File: src/rtl/rv32m_arbiter.sv
// rv32m_arbiter: round-robin arbiter and sequencer that shares one external
// RV32M multiply/divide unit among N_REQ execute-stage requesters. One
// operation is outstanding at a time. The unit receives a one-cycle start
// pulse with operands that stay stable until its ack. The granted requester
// receives a one-cycle ack with the result, unless it dropped its request
// while the operation was in flight.
module rv32m_arbiter #(
    parameter int  XLEN  = 32,
    parameter int  N_REQ = 2,
    localparam int GW    = (N_REQ > 1) ? $clog2(N_REQ) : 1
) (
    input  logic                  i_clk,
    input  logic                  i_rst,
    input  logic [N_REQ-1:0]      i_req_en,
    input  logic [N_REQ*XLEN-1:0] i_req_rs1,
    input  logic [N_REQ*XLEN-1:0] i_req_rs2,
    input  logic [N_REQ*3-1:0]    i_req_f3,
    output logic [N_REQ-1:0]      o_req_ack,
    output logic [XLEN-1:0]       o_req_res,
    output logic                  o_m_en,
    output logic [XLEN-1:0]       o_m_rs1,
    output logic [XLEN-1:0]       o_m_rs2,
    output logic [2:0]            o_m_f3,
    input  logic                  i_m_ack,
    input  logic [XLEN-1:0]       i_m_res,
    output logic                  o_busy
);

    typedef enum logic [1:0] {
        ST_IDLE  = 2'd0,
        ST_ISSUE = 2'd1,
        ST_WAIT  = 2'd2,
        ST_RESP  = 2'd3
    } state_e;

    state_e          state_q, state_d;
    logic [GW-1:0]   rr_ptr_q, rr_ptr_d;
    logic [GW-1:0]   grant_q, grant_d;
    logic            aborted_q, aborted_d;
    logic [XLEN-1:0] rs1_q, rs1_d;
    logic [XLEN-1:0] rs2_q, rs2_d;
    logic [2:0]      f3_q, f3_d;
    logic [XLEN-1:0] res_q, res_d;

    // Unpacked per-requester views of the packed operand buses
    logic [XLEN-1:0] req_rs1 [N_REQ];
    logic [XLEN-1:0] req_rs2 [N_REQ];
    logic [2:0]      req_f3  [N_REQ];

    // Rotated search order: cand_idx[k] is the requester checked k-th,
    // i.e. (rr_ptr + k) mod N_REQ; req_rot[k] is its request bit.
    logic [GW:0]      cand_sum [N_REQ];
    logic [GW-1:0]    cand_idx [N_REQ];
    logic [N_REQ-1:0] req_rot;

    logic [GW-1:0]    pick_idx;
    logic [GW-1:0]    grant_inc;
    logic             ack_fire;

    // The ack is only delivered if the granted requester held its enable
    // for the whole ISSUE/WAIT window.
    assign ack_fire = (state_q == ST_RESP) && !aborted_q;

    generate
        for (genvar gi = 0; gi < N_REQ; gi++) begin : g_req
            assign req_rs1[gi]  = i_req_rs1[gi*XLEN +: XLEN];
            assign req_rs2[gi]  = i_req_rs2[gi*XLEN +: XLEN];
            assign req_f3[gi]   = i_req_f3[gi*3 +: 3];

            // The sum never exceeds 2*N_REQ-2, so a single conditional
            // subtract is enough to wrap it.
            assign cand_sum[gi] = {1'b0, rr_ptr_q} + (GW+1)'(gi);
            assign cand_idx[gi] = (cand_sum[gi] >= (GW+1)'(N_REQ))
                                ? GW'(cand_sum[gi] - (GW+1)'(N_REQ))
                                : cand_sum[gi][GW-1:0];
            assign req_rot[gi]  = i_req_en[cand_idx[gi]];

            assign o_req_ack[gi] = ack_fire && (grant_q == GW'(gi));
        end
    endgenerate

    // Pick the pending requester with the smallest rotation offset from rr_ptr
    always_comb begin
        pick_idx = cand_idx[0];
        for (int off = N_REQ - 1; off >= 0; off--) begin
            if (req_rot[off]) begin
                pick_idx = cand_idx[off];
            end
        end
    end

    // The requester after the one just served becomes the top priority
    assign grant_inc = (grant_q == GW'(N_REQ - 1)) ? '0 : grant_q + GW'(1);

    // Next-state and datapath capture for the IDLE/ISSUE/WAIT/RESP sequencer
    always_comb begin
        state_d   = state_q;
        rr_ptr_d  = rr_ptr_q;
        grant_d   = grant_q;
        aborted_d = aborted_q;
        rs1_d     = rs1_q;
        rs2_d     = rs2_q;
        f3_d      = f3_q;
        res_d     = res_q;

        case (state_q)
            ST_IDLE: begin
                if (|i_req_en) begin
                    grant_d   = pick_idx;
                    rs1_d     = req_rs1[pick_idx];
                    rs2_d     = req_rs2[pick_idx];
                    f3_d      = req_f3[pick_idx];
                    aborted_d = 1'b0;
                    state_d   = ST_ISSUE;
                end
            end
            ST_ISSUE: begin
                // A unit ack during the start cycle is not legal and is ignored
                if (!i_req_en[grant_q]) begin
                    aborted_d = 1'b1;
                end
                state_d = ST_WAIT;
            end
            ST_WAIT: begin
                if (!i_req_en[grant_q]) begin
                    aborted_d = 1'b1;
                end
                if (i_m_ack) begin
                    res_d   = i_m_res;
                    state_d = ST_RESP;
                end
            end
            ST_RESP: begin
                // Rotate even on abort, so a dropped requester loses its turn
                rr_ptr_d = grant_inc;
                state_d  = ST_IDLE;
            end
            default: begin
                state_d = ST_IDLE;
            end
        endcase
    end

    // State and latched operand/result registers, cleared by the async reset
    always_ff @(posedge i_clk or negedge i_rst) begin
        if (!i_rst) begin
            state_q   <= ST_IDLE;
            rr_ptr_q  <= '0;
            grant_q   <= '0;
            aborted_q <= 1'b0;
            rs1_q     <= '0;
            rs2_q     <= '0;
            f3_q      <= '0;
            res_q     <= '0;
        end else begin
            state_q   <= state_d;
            rr_ptr_q  <= rr_ptr_d;
            grant_q   <= grant_d;
            aborted_q <= aborted_d;
            rs1_q     <= rs1_d;
            rs2_q     <= rs2_d;
            f3_q      <= f3_d;
            res_q     <= res_d;
        end
    end

    // Outputs decode from registered state only, so reset clears them at once
    assign o_m_en    = (state_q == ST_ISSUE);
    assign o_busy    = (state_q != ST_IDLE);
    assign o_m_rs1   = rs1_q;
    assign o_m_rs2   = rs2_q;
    assign o_m_f3    = f3_q;
    assign o_req_res = ack_fire ? res_q : '0;

endmodule

File: config.mk
export PLATFORM = sky130hd
export DESIGN_NAME = rv32m_arbiter
export DESIGN_NICKNAME = d
export VERILOG_FILES = /design/src/rtl/rv32m_arbiter.sv
export SDC_FILE = /design/constraint.sdc
export NUM_CORES = 1
export LEC_CHECK = 0
export CAP_MARGIN = 15
export CELL_PAD_IN_SITES_DETAIL_PLACEMENT = 1
export CELL_PAD_IN_SITES_GLOBAL_PLACEMENT = 2
export CORE_ASPECT_RATIO = 1.5
export CORE_MARGIN = 1
export CORE_UTILIZATION = 22
export CTS_CLUSTER_DIAMETER = 50
export DETAILED_ROUTE_END_ITERATION = 7
export HOLD_SLACK_MARGIN = 0.15
export PLACE_DENSITY_LB_ADDON = 0.1
export SKIP_CTS_REPAIR_TIMING = 1
export SLEW_MARGIN = 20
export SYNTH_ARGS = -nofsm -noshare
export SYNTH_HDL_FRONTEND = slang
export SYNTH_SLANG_ARGS = --single-unit
File: constraint.sdc
create_clock -name i_clk -period 2.4 [get_ports i_clk]
set_clock_uncertainty 0.2 [all_clocks]
set_input_delay 0.6 -clock i_clk [delete_from_list [all_inputs] [get_ports i_clk]]
set_output_delay 0.6 -clock i_clk [all_outputs]
set_load 0.1 [all_outputs]
After elaboration in Yosys (flattened, before gate mapping)
Cells that the tools add are included.

storage, ports and cells
  flip-flop bits (word level) = 104
  input bits = 171

cells by class
  add/subtract/negate cells = 4
  $lt $le $gt $ge = 6
  equal/unequal tests = 6
  muxes and demuxes = 27
  bitwise operators = 2
  reduce and logical (&&, ||, !) cells = 13

operators by type and width
  cell                                                                           number
  32-bit 2-to-1 mux                                                              7
  1-bit 2-to-1 mux                                                               13
  3-bit 2-to-1 mux                                                               3
  2-bit case mux with 4 select lines                                             1
  1-bit by 2-bit less-than comparator with 1-bit output (second input constant)  3
  2-bit inequality test (second input constant)                                  3
  2-bit AND reduction                                                            3
  2-bit equality test (second input constant)                                    2
  2-bit >= comparator (second input constant)                                    2
  2-bit 2-to-1 mux                                                               2
  2-bit nonzero test                                                             2
  2-bit OR reduction                                                             2
  1-bit logical AND                                                              3
  3-bit AND reduction                                                            1
  1-bit by 1-bit adder with 2-bit output (second input constant)                 1
  2-bit by 1-bit equality test with 1-bit output (second input constant)         1
  1-bit by 2-bit >= comparator with 1-bit output (second input constant)         1
  2-bit logical NOT                                                              1
  1-bit NOT with 2-bit output                                                    1
  1-bit case mux with 2 select lines                                             1
  1-bit subtractor (second input constant)                                       2
  1-bit adder (second input constant)                                            1
  1-bit logical NOT                                                              1
  1-bit NOT                                                                      1

Longest topological paths before layout
  depth in word-level cells = 11
  depth in mapped cells = 7
  depth with buffers taken out = 5

Worst setup path before layout
Ideal clock, no wire load.

  path type = register -> output
  start point = register state_q[0]
  end point = output o_req_ack[0]
  arrival time = 2.208 ns
  data required time = 1.600 ns
  slack = -0.608 ns
  stages on the path, launching flop included = 4
  buffers on the path = 0
  cells stage by stage = dfrtp_1 > ha_1 > nor2b_1 > nor2b_1

between the ends
  longest elaborated chain between the ends = 3

ends and longest elaborated chain
  element                 line  text
  from (decl)             36    state_e state_q, state_d;
  from (signal assigned)  156   state_q <= state_d;
  2-bit equality test     62    assign ack_fire = (state_q == ST_RESP) && !aborted_q;
  1-bit logical AND       62
  1-bit logical AND       78    assign o_req_ack[gi] = ack_fire && (grant_q == GW'(gi));
  to (decl)               18    output logic [N_REQ-1:0] o_req_ack,

Every way passes these cells.

Final worst setup path
  start point = register state_q[0]
  end point = output o_req_res[14]

between the ends
  longest elaborated chain between the ends = 3

ends and longest elaborated chain
  element              line  text
  2-bit equality test  62
  1-bit logical AND    62
  32-bit 2-to-1 mux    173   assign o_req_res = ack_fire ? res_q : '0;
  to (decl)            19    output logic [XLEN-1:0] o_req_res,

Every way passes these cells.

==> qor.txt <==
routed via count - 5045
Max IR drop VDD - 0.0009363 V
Total GRT Usage - 17.59%
CP max FO - 17
initial DRC count - 230
Finished Cell Area - 0.008768 mm²
Max Buffers Root-to-Sink - 2
vias in the first global route - 5486
Adder-Cell Fraction of Synth Area - 1.254%
RSZ-0062 raised after global routing - yes
sequential power share - 22.0%
first-pass GRT wire length - 31.74 mm
#FFs+latches synth - 104
post-route setup slack - -0.07548 ns
Placeable Area - 0.02230 mm²
Syn Inst Count - 517
Critical Path Start Type - flip-flop
Area contributors post-synth - dfrtp_1 (52%), a31oi_1 (8.4%), mux2_2 (7.4%)
Final Hold Fails - 0
Hold Crit Depth - 1
root buffer cell - clkbuf_16
# DRC - 32
switching share of total power - 56.91%
DIE AREA - 0.02329 mm²
RD Place Congestion - 0.7390
total power - 14.51 mW
hold path start - res_q[11]
total leakage power - 3.571 nW
Final Cycle Share - 103.1%
area share of the largest cell type after synthesis - 52.17%
synthesis-to-finish area growth - 75.77%
num rows - 67
fillcell total - 2523
largest net degree at the start of global routing - 62
Area after DPL - 0.008356 mm²
HPWL after DPL - 14.39 mm
Initial DRT Pass Iterations - 6
FF-to-FF Start - state_q[0]
Max Slew Vio Count - 0
Fin Hold WS - 0.2988 ns
clock sinks - 104
EDFF count, synth - 0
htree depth - 3
CTS tree - done
die extent in x - 125.0 µm
Worst Tran Pin Value - 0.3876 ns
Reg clk slew, reported paths - 0.07 ns
Wirelength per Cell - 19.20 µm
Pint - 6.252 mW
R2R Setup Slk - 0.30 ns
port bufs - 273
Fmax - 404.0 MHz
Die Y - 186.4 µm
multi-input logic area - 0.002212 mm²
top_reg_cell synth - dfrtp_1
CP arrival - 1.68 ns
Compound-Gate Fraction of Synth Area - 23.43%
violated checks - design-rule violations, negative setup slack
outcome - complete, but fails checks
CP Capture Type - output pin
vias per std cell - 4.759
diode count - 0
min cycle time layout - 2.475 ns
reg-to-reg critical path endpoint - state_q[1]
pwr/cell area - 1655 mW/mm²
Setup TNS - -1.884 ns
worst path required time - 1.60 ns
post-synthesis area per instance - 9.649 µm²
Starting Density - 22.37%
register area - 0.002603 mm²
GRT overflow - 0
post-synthesis mux area share - 7.650%
max cap viols - 0
Async SR Flop Fraction - 100.0%
Post-layout nets - 955
num ports - 274
number of CTS-inserted buffers - 9
clk_lat worst skew - 0.35 ns
# setup viols final - 34
leading cell type in the layout, fill and taps excluded - clkdlybuf4s50_1
clock network fraction of design power - 11.2%
Comb power frac - 66.8%
Netlist Area Pre-Place - 0.004989 mm²
Cell variety after synth - 27
sequential area share after synthesis - 52.17%
syn_nets - 693
layout cells sized above 1 - 28.32%
Slew HR - 74.16%
main combinational cell family by area after synthesis - compound AO/OA/AOI/OAI gates
Synth area leader - dfrtp_1
Hold Path End - res_q[11]
leading cell types in the layout, fill and taps excluded - clkdlybuf4s50_1 (169), dfrtp_1 (104), buf_4 (83)
XOR/XNOR Fraction of Synth Area - 0%
WL final - 20.35 mm
CP Class - reg2out
pre-CTS setup slack - 0.02482 ns
DRT antenna net count - 0
Yosys warning count - 0
worst hold-check path type - reg2reg
Switch Pwr - 8.258 mW
R2R depth - 6
Synth Area in Simple Gates - 10.01%
initial antenna violation count - 0
-- Yosys cell counts, types with 2 or more instances --
| cell | number |
|---|---|
| a21oi_1 | 71 |
| a31oi_1 | 67 |
| and2_1 | 33 |
| buf_2 | 20 |
| buf_4 | 2 |
| buf_6 | 5 |
| clkbuf_1 | 21 |
| dfrtp_1 | 104 |
| ha_1 | 5 |
| inv_1 | 4 |
| mux2_2 | 33 |
| nand2_1 | 2 |
| nor2_1 | 69 |
| nor2b_1 | 2 |
| o21ai_0 | 48 |
| o21ai_1 | 20 |
-- worst max-delay path, stage by stage, from the launching register on --
cell	delay [ns]
dfrtp_1	0.42
ha_4	0.16
nor2b_4	0.21
buf_8	0.17
and2_2	0.18
buf_12	0.17
-- worst max path at each step --
stage	endpoint	slack (ns)	cells after the start	from
global placement	state_q[1]	0.07	5	i_req_en[1]
CTS	o_req_ack[0]	-0.27	5	state_q[0]
floorplan	o_req_ack[0]	-0.09	3	state_q[0]
finish	o_req_res[14]	-0.08	5	state_q[0]
detailed placement	o_m_rs1[14]	0.02	5	i_req_en[0]
global route	o_req_res[16]	-0.17	5	state_q[1]
-- power by group through the flow --
stage | Sequential (mW) | Clock, mW | Combinational (mW)
final | 3.19 | 1.63 | 9.70
after detailed placement | 3.21 | 0 | 9.70
after global placement | 3.17 | 0 | 9.58
after CTS | 3.18 | 1.69 | 9.71
after floorplan | 7.21 | 0 | 2.90
after global routing | 3.31 | 1.75 | 10.2
-- logic make-up (layout without fill, tap and decap cells) --
group / Yosys count / count (layout)
adder cells (fa/ha/maj): 5 / 5
AO/OA/AOI/OAI: 212 / 212
buffers and inverters: 54 / 321
flip-flops: 104 / 104
AND/OR/NAND/NOR: 108 / 108
multiplexers: 34 / 34
-- registers in the layout, indices dropped and copies added, names as in the netlist --
name	flops
aborted_q	1
grant_q	1
o_m_f3	3
o_m_rs1	32
o_m_rs2	32
res_q	32
rr_ptr_q	1
state_q	2
-- area by class of cell --
class                      instances  share of cell area [%]
timing repair buffer             301                   37.31
sequential                       104                   29.68
clock buffer                      10                   2.725
multi-input combinational        359                   25.23
inverter                           4                  0.1712
clock inverter                     6                  0.9418
tap                              276                   3.938
-- metal layers --
layer / wire length [µm] / global-route usage, % / vias up
li1: - / - / 2355
met5: 0 / 0 / -
met3: 1102 / 3.211 / 17
met4: 359 / 6.004 / 0
met1: 8173 / 20.87 / 2516
met2: 10720 / 31.68 / 157
-- metrics by stage --
stage	std cells	util, %
2_1_floorplan	517	-
3_3_place_gp	1038	37.47
3_5_place_dp	1038	37.47
4_1_cts	1054	38.91
5_1_grt	1060	39.32
6_report	1060	39.32
No activity file was read; power rests on OpenSTA's default activity.
